==> src/rtl/wb_trace_buffer.sv <==
// Capture buffer for the register-file writeback port: committed writes are
// queued in a first-word-fall-through FIFO and drained by a ready/valid reader.
module wb_trace_buffer #(
    parameter int DATA_W = 32,
    parameter int REG_W  = 5,
    parameter int PC_W   = 32,
    parameter int DEPTH  = 16,
    parameter int CNT_W  = 5
) (
    input  logic              clock,
    input  logic              reset_n,
    input  logic              wb_en,
    input  logic [REG_W-1:0]  wb_rd,
    input  logic [DATA_W-1:0] wb_data,
    input  logic [PC_W-1:0]   wb_pc,
    output logic              trace_valid,
    input  logic              trace_ready,
    output logic [REG_W-1:0]  trace_rd,
    output logic [DATA_W-1:0] trace_data,
    output logic [PC_W-1:0]   trace_pc,
    output logic [CNT_W-1:0]  count,
    output logic              overflow,
    output logic [15:0]       drop_cnt,
    input  logic              clear_ovf
);

    localparam int AW = $clog2(DEPTH);
    localparam logic [CNT_W-1:0] CNT_FULL = CNT_W'(DEPTH);
    localparam logic [CNT_W-1:0] CNT_ONE  = CNT_W'(1);
    localparam logic [AW-1:0]    PTR_ONE  = AW'(1);
    localparam logic [15:0]      DROP_MAX = 16'hFFFF;

    logic [REG_W-1:0]  mem_rd   [DEPTH];
    logic [DATA_W-1:0] mem_data [DEPTH];
    logic [PC_W-1:0]   mem_pc   [DEPTH];

    logic [AW-1:0] wr_ptr;
    logic [AW-1:0] rd_ptr;
    logic          push_req;
    logic          pop;
    logic          full;
    logic          push;
    logic          drop;

    // Writes to $zero have no architectural effect and are never traced.
    assign push_req    = wb_en && (wb_rd != '0);
    assign trace_valid = (count != '0);
    assign pop         = trace_valid && trace_ready;
    assign full        = (count == CNT_FULL);
    assign push        = push_req && (!full || pop);
    assign drop        = push_req && full && !pop;

    assign trace_rd   = mem_rd[rd_ptr];
    assign trace_data = mem_data[rd_ptr];
    assign trace_pc   = mem_pc[rd_ptr];

    // Storage carries no reset; only the pointers define what is valid.
    always_ff @(posedge clock) begin
        if (reset_n && push) begin
            mem_rd[wr_ptr]   <= wb_rd;
            mem_data[wr_ptr] <= wb_data;
            mem_pc[wr_ptr]   <= wb_pc;
        end
    end

    always_ff @(posedge clock) begin
        if (!reset_n) begin
            wr_ptr   <= '0;
            rd_ptr   <= '0;
            count    <= '0;
            overflow <= 1'b0;
            drop_cnt <= '0;
        end else begin
            if (push) begin
                wr_ptr <= wr_ptr + PTR_ONE;
            end
            if (pop) begin
                rd_ptr <= rd_ptr + PTR_ONE;
            end

            case ({push, pop})
                2'b10:   count <= count + CNT_ONE;
                2'b01:   count <= count - CNT_ONE;
                default: count <= count;
            endcase

            // A drop in the same cycle as a clear wins: the clear wipes the
            // history, then this drop is counted as the first one.
            if (drop) begin
                overflow <= 1'b1;
                if (clear_ovf) begin
                    drop_cnt <= 16'd1;
                end else if (drop_cnt != DROP_MAX) begin
                    drop_cnt <= drop_cnt + 16'd1;
                end
            end else if (clear_ovf) begin
                overflow <= 1'b0;
                drop_cnt <= '0;
            end
        end
    end

endmodule

==> config.mk <==
export PLATFORM = sky130hd
export DESIGN_NAME = wb_trace_buffer
export DESIGN_NICKNAME = d
export VERILOG_FILES = /design/src/rtl/wb_trace_buffer.sv
export SDC_FILE = /design/constraint.sdc
export NUM_CORES = 1
export LEC_CHECK = 0
export CAP_MARGIN = 20
export CORE_MARGIN = 2
export CORE_UTILIZATION = 25
export CTS_CLUSTER_DIAMETER = 30
export DETAILED_ROUTE_END_ITERATION = 8
export HOLD_SLACK_MARGIN = 0.05
export PLACE_DENSITY = 0.44
export SLEW_MARGIN = 20
export SYNTH_ARGS = -nofsm -noshare
export SYNTH_HDL_FRONTEND = slang
export SYNTH_SLANG_ARGS = --single-unit
==> constraint.sdc <==
create_clock -name clock -period 9.05 [get_ports clock]
set_clock_uncertainty 0.1 [all_clocks]
set_input_delay 1.3575 -clock clock [delete_from_list [all_inputs] [get_ports clock]]
set_output_delay 1.3575 -clock clock [all_outputs]
set_load 0.005 [all_outputs]
==> results of run 1 <==
[path summary, 6_finish.rpt]
| check | from | endpoint | slack, ns | cells after the start |
|---|---|---|---|---|
| max | flip-flop | trace_rd[4] | 3.39 | 4 |
| min | overflow$_SDFFE_PN0P_ | overflow$_SDFFE_PN0P_ | 0.38 | 2 |
| max reg2reg | count[1]$_SDFFE_PN0P_ | mem_data[14][1]$_DFFE_PP_ | 5.21 | 6 |
| min reg2reg | overflow$_SDFFE_PN0P_ | overflow$_SDFFE_PN0P_ | 0.38 | 2 |
[flip-flops by register name, indices dropped and copies added (netlist names), named ones only]
name and flops:
mem_rd 80, mem_data 512, rd_ptr 4, count 5, overflow 1, drop_cnt 16, wr_ptr 4, mem_pc 512
[worst max-delay path, cell delays in order, from the launching register on]
cell and delay [ns]:
dfxtp_4 0.80, buf_4 0.82, mux4_2 0.61, mux4_2 0.57, clkdlybuf4s50_1 0.54
[cell families after synthesis]
logic type	count (synthesis)	share of synthesized area
xor+xnor	10	0.00203
flops	1138	0.783
simple gates	116	0.0145
buf+inv	95	0.00877
mux	352	0.181
compound gates	36	0.00710
fa+ha+maj	10	0.00307
[placed cells by master (no fill, tap or decap), drive strengths merged, types with 3 or more instances in the layout]
master	instances
edfxtp	1104
mux4	345
clkbuf	253
clkdlybuf4s50	165
clkinv	85
buf	42
bufinv	37
inv	35
dfxtp	34
clkinvlp	27
nor2	26
nand2	18
nand3	16
and2	10
xnor2	9
ha	9
nand2b	8
a21oi	8
nand4	7
mux2i	6
nor3	6
o21ai	5
nand3b	4
and3	4
diode	3
o21a	3
a31o	3
[layer usage]
layer	global-route usage	vias to the layer above	wire length, µm
li1	-	8426	-
met1	0.146	10800	43200
met2	0.219	474	57200
met3	0.0263	181	4130
met4	0.0448	8	2680
met5	0	-	52
[power breakdown]
group | internal (µW) | leakage (µW) | switching (µW)
sequential | 5860 | 0.0102 | 55.3
combinational | 905 | 0.00308 | 817
clock | 5730 | 0.00386 | 2840
total | 12500 | 0.0172 | 3710
[stage by stage]
step / total power [µW] / utilization / setup slack [ns]
2_1_floorplan: 7050 / - / 3.45
3_3_place_gp: 7800 / 0.279 / 3.37
3_5_place_dp: 7820 / 0.279 / 3.25
4_1_cts: 16500 / 0.326 / 3.11
5_1_grt: 16800 / 0.326 / 3.04
6_report: 16200 / 0.326 / 3.39
[area by class of cell]
| class | instances | area (µm²) | share of cell area |
|---|---|---|---|
| multi-input cells | 524 | 9110 | 0.163 |
| clock inverters | 178 | 2210 | 0.0395 |
| flip-flops and latches | 1138 | 33800 | 0.605 |
| clock buffers | 253 | 5840 | 0.104 |
| diodes | 3 | 7.51 | 0.000134 |
| repair buffers | 207 | 2020 | 0.0362 |
| well taps | 2310 | 2890 | 0.0516 |
| inverters | 6 | 22.5 | 0.000402 |
==> flow_metrics.tcl, run 1 <==
set metrics [dict create \
    io_pins 166 \
    die_width_um 420 \
    tritoncts.num_buffers 228 \
    antenna_found_initial 14 \
    grt_start_max_net_pins 153 \
    yosys_warnings 0 \
    post_cts.resized_instances 0 \
    finalNetCount 2189 \
    ys_dominant_reg_cell "edfxtp_1" \
    clock_sink_count 1138 \
    crit_required_ns 7.59 \
    start_kind "flip-flop" \
    drt-total-wl_mm 107 \
    hold_buffers 0 \
    rsz0062_at_grt "false" \
    post_synth_inst_count 1757 \
    htree_num_levels 4 \
    initial_utilization 0.252 \
    hold_path_class "reg -> reg" \
    grt_pass1_vias 22000 \
    clock_path_buffers 3 \
    detail-route-antenna-nets 0 \
    outcome "complete, no violations" \
    edff_count_synth 1104 \
    ir_drop_uv 204 \
    post_synth_num_cell_types 56 \
    dieArea_mm2 0.176 \
    placement.cell_area_mm2 0.0479 \
    row_count 152 \
    detailedRoute.firstIterationViolations 1314 \
    route.detailed.drc 0 \
    wire_per_inst_um 23.2 \
    areaGrowthSynthToFinish_pct 29.5 \
    post-synth-top-count-cell "edfxtp_1" \
    clk_transition_reported_paths_ns 0.04 \
    num-fill-cells 16000 \
    insertion_delay_ns 0.80 \
    globalRouteTotalUtil 0.123 \
    layout.cell_area.non_filler_mm2 0.0560 \
    max_slew_violation_count 0 \
    power-per-cell-area_mw_per_mm2 290 \
    routabilityCongestion 0.734 \
    cap_viol_max_count 0 \
    core_area_mm2 0.172 \
    timing.final.crit_period_ns 5.66 \
    synth_top_cells_by_count "1,104 x edfxtp_1, 345 x mux4_2, 54 x clkbuf_1" \
    placement.io_buffers 165 \
    synth-seq-area-share 0.783 \
    drive_above_1_share 0.347 \
    detail_route.first_pass.iterations 5 \
    max_freq_mhz 177 \
    synthArstFlopShare 0 \
    timing_worst_setup_path_type "reg -> out" \
    finalSetupTns_ns 0 \
    stdcell_count 4619 \
    tritoncts "yes" \
    detailroute.via_count 19800 \
    grt_first_pass_wirelength_mm 156 \
    cts_setup_buffers 0 \
    critPathMaxFanout 44 \
    synth.area.top_cells "edfxtp_1 77%, mux4_2 18%, dfxtp_1 1.6%" \
    total_leakage_power_uw 0.0172 \
    slew_at_the_pin_with_the_worst_max_slew_slack_ns 1.06 \
    count_of_final_hold_check_violations 0 \
    synth_largest_type_area_fraction 0.767 \
    dieHeight_um 420 \
    netlist.top_cell.by_area "edfxtp_1" \
    worst_setup_path_end_kind "output port" \
    syn-mean-instance-area_um2 24.6 \
    mappedNetlistNets 1841 \
    post-route-period-util 0.626 \
    grt_remaining_overflow 0 \
    avgViaCountPerCell 4.30 \
    report.final.setup_viol 0 \
    dpl.cell_count 4184 \
    syn_area_mm2 0.0432 \
    relative_slew_slack 0.290 \
    worst-endpoint-arrival_ns 4.20 \
    dpl.hpwl_mm 59.9 \
    cts-root-buf "clkbuf_16" \
    ys_seq_elements 1138 \
    whs_ns 0.382 \
]
Note: power is estimated with default switching activity, not from simulation.
==> inputs of run 2 (changes only) <==
==> constraint.sdc (replaced) <==
create_clock -name clock -period 5.3 [get_ports clock]
set_clock_uncertainty 0.1 [all_clocks]
set_input_delay 0.795 -clock clock [delete_from_list [all_inputs] [get_ports clock]]
set_output_delay 0.795 -clock clock [all_outputs]
set_load 0.005 [all_outputs]
==> run 2 against run 1 <==
  * Combinational power up 73%
  * First-iteration DRC count up 21%
  * Die area unchanged
  * Global-route usage up 0.26 points
  * Wire length up 2.7%
  * Worst setup slack worse by 2.7 ns
  * Flip-flop and latch count unchanged
  * Final area down 0.55%
  * Clock power up 60%
  * Sequential power up 71%
==> flow_metrics.tcl, run 2 (synthesized netlist as in run 1, its figures left out) <==
set metrics [dict create \
    r2r_setup_slack_ns 2.19 \
    layout.cell_area.non_filler_mm2 0.0557 \
    routabilityCongestion 0.719 \
    detail-route-antenna-nets 0 \
    count_of_final_hold_check_violations 0 \
    placement.cell_area_mm2 0.0483 \
    power-per-cell-area_mw_per_mm2 480 \
    whs_ns 0.401 \
    htree_num_levels 4 \
    slew_at_the_pin_with_the_worst_max_slew_slack_ns 0.906 \
    initial_utilization 0.252 \
    outcome "complete, no violations" \
    reg2reg_depth 6 \
    highest_count_cells_in_the_layout_ignoring_fill_and_taps "1,104 x edfxtp_1, 345 x mux4_2, 212 x clkbuf_16" \
    critPathMaxFanout 26 \
    detailroute.via_count 20000 \
    num-fill-cells 16100 \
    cts_setup_buffers 0 \
    post-route-period-util 0.868 \
    globalRouteTotalUtil 0.126 \
    worst_setup_path_end_kind "output port" \
    hold_path_class "reg -> reg" \
    core_area_mm2 0.172 \
    route.detailed.drc 0 \
    stdcell_count 4594 \
    crit_path_top_delay_cell "clkdlybuf4s50_1" \
    io_pins 166 \
    timing_worst_setup_path_type "reg -> out" \
    crit_path_cell_trace "buf_12, buf_4, mux4_2, mux4_2, clkdlybuf4s50_1" \
    critical-path-max-stage-delay_ns 0.66 \
    placement.io_buffers 165 \
    finalSetupTns_ns 0 \
    crit_required_ns 4.41 \
    die_width_um 420 \
    cp_num_buf_inv 3 \
    post-layout-total-power_uw 26700 \
    dpl.cell_count 4202 \
    grt_remaining_overflow 0 \
    clock_path_buffers 3 \
    reg_top3 "mem_data (512), mem_pc (512), mem_rd (80)" \
    cts-root-buf "clkbuf_16" \
    finalNetCount 2185 \
    report.final.setup_viol 0 \
    dieArea_mm2 0.176 \
    antenna_found_initial 17 \
    cap_viol_max_count 0 \
    row_count 152 \
    grt_start_max_net_pins 86 \
    timing.final.crit_period_ns 4.60 \
    total_leakage_power_uw 0.0170 \
    max_slew_violation_count 0 \
    detail_route.first_pass.iterations 5 \
    cp_top_family "buffers and inverters" \
    post_cts.resized_instances 0 \
    grt_pass1_vias 22000 \
    areaGrowthSynthToFinish_pct 28.8 \
    dpl.hpwl_mm 60.0 \
    tritoncts.num_buffers 207 \
    detailedRoute.firstIterationViolations 1585 \
    min_path_cells 2 \
    tritoncts "yes" \
    drive_above_1_share 0.350 \
    mostFrequentLayoutCell "edfxtp_1" \
    dieHeight_um 420 \
    start_kind "flip-flop" \
    rsz0062_at_grt "false" \
    hold_buffers 0 \
    worst-endpoint-arrival_ns 3.71 \
    drt-total-wl_mm 110 \
    max_freq_mhz 217 \
    relative_slew_slack 0.396 \
    ir_drop_uv 292 \
    crit_cells 5 \
    wire_per_inst_um 24.0 \
    clock_sink_count 1138 \
    avgViaCountPerCell 4.35 \
    clk_transition_reported_paths_ns 0.05 \
    critPathMostFrequentCell "mux4_2" \
    grt_first_pass_wirelength_mm 158 \
    insertion_delay_ns 0.79 \
]
==> run 2: changes by cell type in the layout (fill, tap and decap cells not counted), moves of 6 or more <==
cell and delta:
buf_12 +18, clkbuf_1 -11, clkbuf_16 -18, clkinv_1 -11
clkinv_2 -7, inv_16 -6, inv_8 +6
==> run 2: power breakdown <==
part           total (µW)  internal (µW)  switching, µW
sequential          10100          10000           86.3
clock               13700           8960           4710
combinational        2980           1590           1390
==> run 2: cell type report <==
type | count | area (µm²) | area share
diodes | 2 | 5.00 | 0.0000899
clock buffers | 224 | 5350 | 0.0961
clock inverters | 166 | 2050 | 0.0368
inverters | 6 | 22.5 | 0.000405
multi-input cells | 524 | 9110 | 0.164
flip-flops and latches | 1138 | 33800 | 0.608
well taps | 2310 | 2890 | 0.0519
repair buffers | 224 | 2380 | 0.0427
==> run 2: worst paths after layout <==
kind / end / from
worst max-delay path: trace_data[8] / flip-flop
worst min-delay path: overflow$_SDFFE_PN0P_ / overflow$_SDFFE_PN0P_
worst max register to register: mem_data[4][29]$_DFFE_PP_ / count[2]$_SDFFE_PN0P_
worst min register to register: overflow$_SDFFE_PN0P_ / overflow$_SDFFE_PN0P_
==> run 2: metal layers <==
metal	share of wire	vias up	routed length [µm]	GRT usage
met2	0.52	465	57800	0.223
met1	0.41	10900	45200	0.152
met4	0.022	10	2460	0.0398
met5	0.00059	-	65	0
li1	-	8404	-	-
met3	0.043	188	4730	0.0279
==> run 2: worst register-to-register path, stage by stage, from the launching register on <==
cell     delay, ns
dfxtp_1       0.37
or4_1         0.68
or3b_4        0.54
and2_1        0.26
nand2_1       0.33
nor2_4        0.05
buf_4         0.34
==> run 2: per-stage QoR <==
| step | util | worst slack [ns] |
|---|---|---|
| after CTS | 0.324 | 0.485 |
| after floorplan | - | 0.264 |
| after detailed placement | 0.281 | 0.839 |
| after global routing | 0.324 | 0.489 |
| after global placement | 0.281 | 0.863 |
| final | 0.324 | 0.698 |
==> inputs of run 3 (changes only) <==
--- a/config.mk
+++ b/config.mk
@@ -8,7 +8,7 @@
 export CAP_MARGIN = 20
 export CORE_MARGIN = 2
 export CORE_UTILIZATION = 25
-export CTS_CLUSTER_DIAMETER = 30
+export CTS_CLUSTER_DIAMETER = 50
 export DETAILED_ROUTE_END_ITERATION = 8
 export HOLD_SLACK_MARGIN = 0.05
 export PLACE_DENSITY = 0.44
==> run 3 against run 2 <==
  * Combinational power is essentially flat
  * Clock power shrank 38%
  * Largest power group is now sequential cells
  * Flip-flop and latch count unchanged
  * Largest cell class unchanged
==> flow_metrics.tcl, run 3 (synthesized netlist as in run 1, its figures left out) <==
set metrics [dict create \
    routabilityCongestion 0.719 \
    beginning_of_the_worst_register_to_register_path "count[2]$_SDFFE_PN0P_" \
    detail_route.first_pass.iterations 5 \
    clock_path_buffers 3 \
    grt_pass1_vias 21100 \
    row_count 152 \
    crit_path_top_delay_cell "clkdlybuf4s50_1" \
    core_area_mm2 0.172 \
    detailroute.via_count 19500 \
    dpl.hpwl_mm 60.0 \
    power-per-cell-area_mw_per_mm2 412 \
    timing.hold.worst.start "overflow$_SDFFE_PN0P_" \
    cts_setup_buffers 0 \
    post_cts.resized_instances 0 \
    cts-root-buf "clkbuf_16" \
    crit_path_cell_trace "buf_12, buf_4, mux4_2, mux4_2, clkdlybuf4s50_1" \
    clock_sink_count 1138 \
    highest_count_cells_in_the_layout_ignoring_fill_and_taps "1,104 x edfxtp_1, 345 x mux4_2, 165 x clkdlybuf4s50_1" \
    wire_per_inst_um 24.4 \
    slew_at_the_pin_with_the_worst_max_slew_slack_ns 0.888 \
    hold_path_class "reg -> reg" \
    globalRouteTotalUtil 0.123 \
    avgViaCountPerCell 4.39 \
    dieHeight_um 420 \
    num-fill-cells 16300 \
    grt_remaining_overflow 0 \
    timing_worst_setup_path_type "reg -> out" \
    drt-total-wl_mm 108 \
    detail-route-antenna-nets 0 \
    multi_input_comb_area_mm2 0.00911 \
    relative_slew_slack 0.406 \
    stdcell_count 4432 \
    htree_num_levels 3 \
    crit_required_ns 4.41 \
    dieArea_mm2 0.176 \
    route.detailed.drc 0 \
    insertion_delay_ns 0.72 \
    outcome "complete, no violations" \
    cp_num_buf_inv 3 \
    total_leakage_power_uw 0.0154 \
    critPathMostFrequentCell "mux4_2" \
    grt_start_max_net_pins 86 \
    initial_utilization 0.252 \
    max_slew_violation_count 0 \
    max_freq_mhz 219 \
    tritoncts.num_buffers 121 \
    finalSetupTns_ns 0 \
    placement.io_buffers 165 \
    worst-endpoint-arrival_ns 3.67 \
    die_width_um 420 \
    critical-path-max-stage-delay_ns 0.69 \
    count_of_final_hold_check_violations 0 \
    ir_drop_uv 256 \
    mostFrequentLayoutCell "edfxtp_1" \
    detailedRoute.firstIterationViolations 1575 \
    tritoncts "yes" \
    post-route-period-util 0.861 \
    worst_setup_path_end_kind "output port" \
    hold_buffers 0 \
    grt_first_pass_wirelength_mm 155 \
    drive_above_1_share 0.295 \
    start_kind "flip-flop" \
    critPathMaxFanout 26 \
    timing.final.crit_period_ns 4.56 \
    finalNetCount 2099 \
    io_pins 166 \
    dpl.cell_count 4202 \
    areaGrowthSynthToFinish_pct 21.1 \
    register_area_mm2 0.0338 \
    clk_transition_reported_paths_ns 0.06 \
    report.final.setup_viol 0 \
    cp_top_family "buffers and inverters" \
    reg_top3 "mem_data (512), mem_pc (512), mem_rd (80)" \
    cap_viol_max_count 0 \
    antenna_found_initial 17 \
    rsz0062_at_grt "false" \
]
-- run 3: cell types whose count changed in the layout (fill, tap and decap cells not counted), moves of 13 or more --
cell        previous run  this run
clkbuf_16            212       124
bufinv_16             32        14
clkinv_4              18         5
inv_6                 26         9
clkinvlp_4            27        11
-- run 3: layer usage --
layer / global-route usage / vias up / routed length (µm) / share of wire
met2: 0.219 / 420 / 56800 / 0.52
met5: 0 / - / 65 / 0.00060
met3: 0.0198 / 163 / 4190 / 0.039
met4: 0.0406 / 10 / 2670 / 0.025
li1: - / 8137 / - / -
met1: 0.152 / 10700 / 44600 / 0.41
-- run 3: where the power goes --
part           internal, µW  total (µW)  switching (µW)
Sequential             9980       10100            85.3
Combinational          1580        2980            1390
Clock                  4980        8540            3550
-- run 3: cell type report --
type | instances | share of cell area
Clock inverter | 85 | 0.0171
Tap cell | 2310 | 0.0552
Clock buffer | 142 | 0.0606
Multi-Input combinational cell | 524 | 0.174
Inverter | 6 | 0.000430
Antenna cell | 3 | 0.000143
Sequential cell | 1138 | 0.647
Timing Repair Buffer | 224 | 0.0454
-- run 3: metrics by stage --
step	area [µm²]	power (µW)	worst slack, ns	utilization	hold slack, ns
after floorplan	43200	12000	0.264	-	0.373
after global placement	48200	13300	0.863	0.281	0.394
after CTS	52300	22000	0.560	0.305	0.409
after global routing	52300	22400	0.556	0.305	0.429
after detailed placement	48300	13400	0.839	0.281	0.400
final	52300	21600	0.737	0.305	0.399
-- run 3: path summary, 6_finish.rpt --
kind	end	slack (ns)	cells past startpoint
worst max-delay path	trace_data[8]	0.74	5
worst min-delay path	overflow$_SDFFE_PN0P_	0.40	2
worst max register to register	mem_data[4][29]$_DFFE_PP_	2.20	6
worst min register to register	overflow$_SDFFE_PN0P_	0.40	2
-- run 3: worst reg2reg max path: stages (launching register included) --
cell     delay [ns]
dfxtp_1        0.37
or4_1          0.67
or3b_4         0.54
and2_1         0.26
nand2_1        0.32
nor2_4         0.05
buf_4          0.33
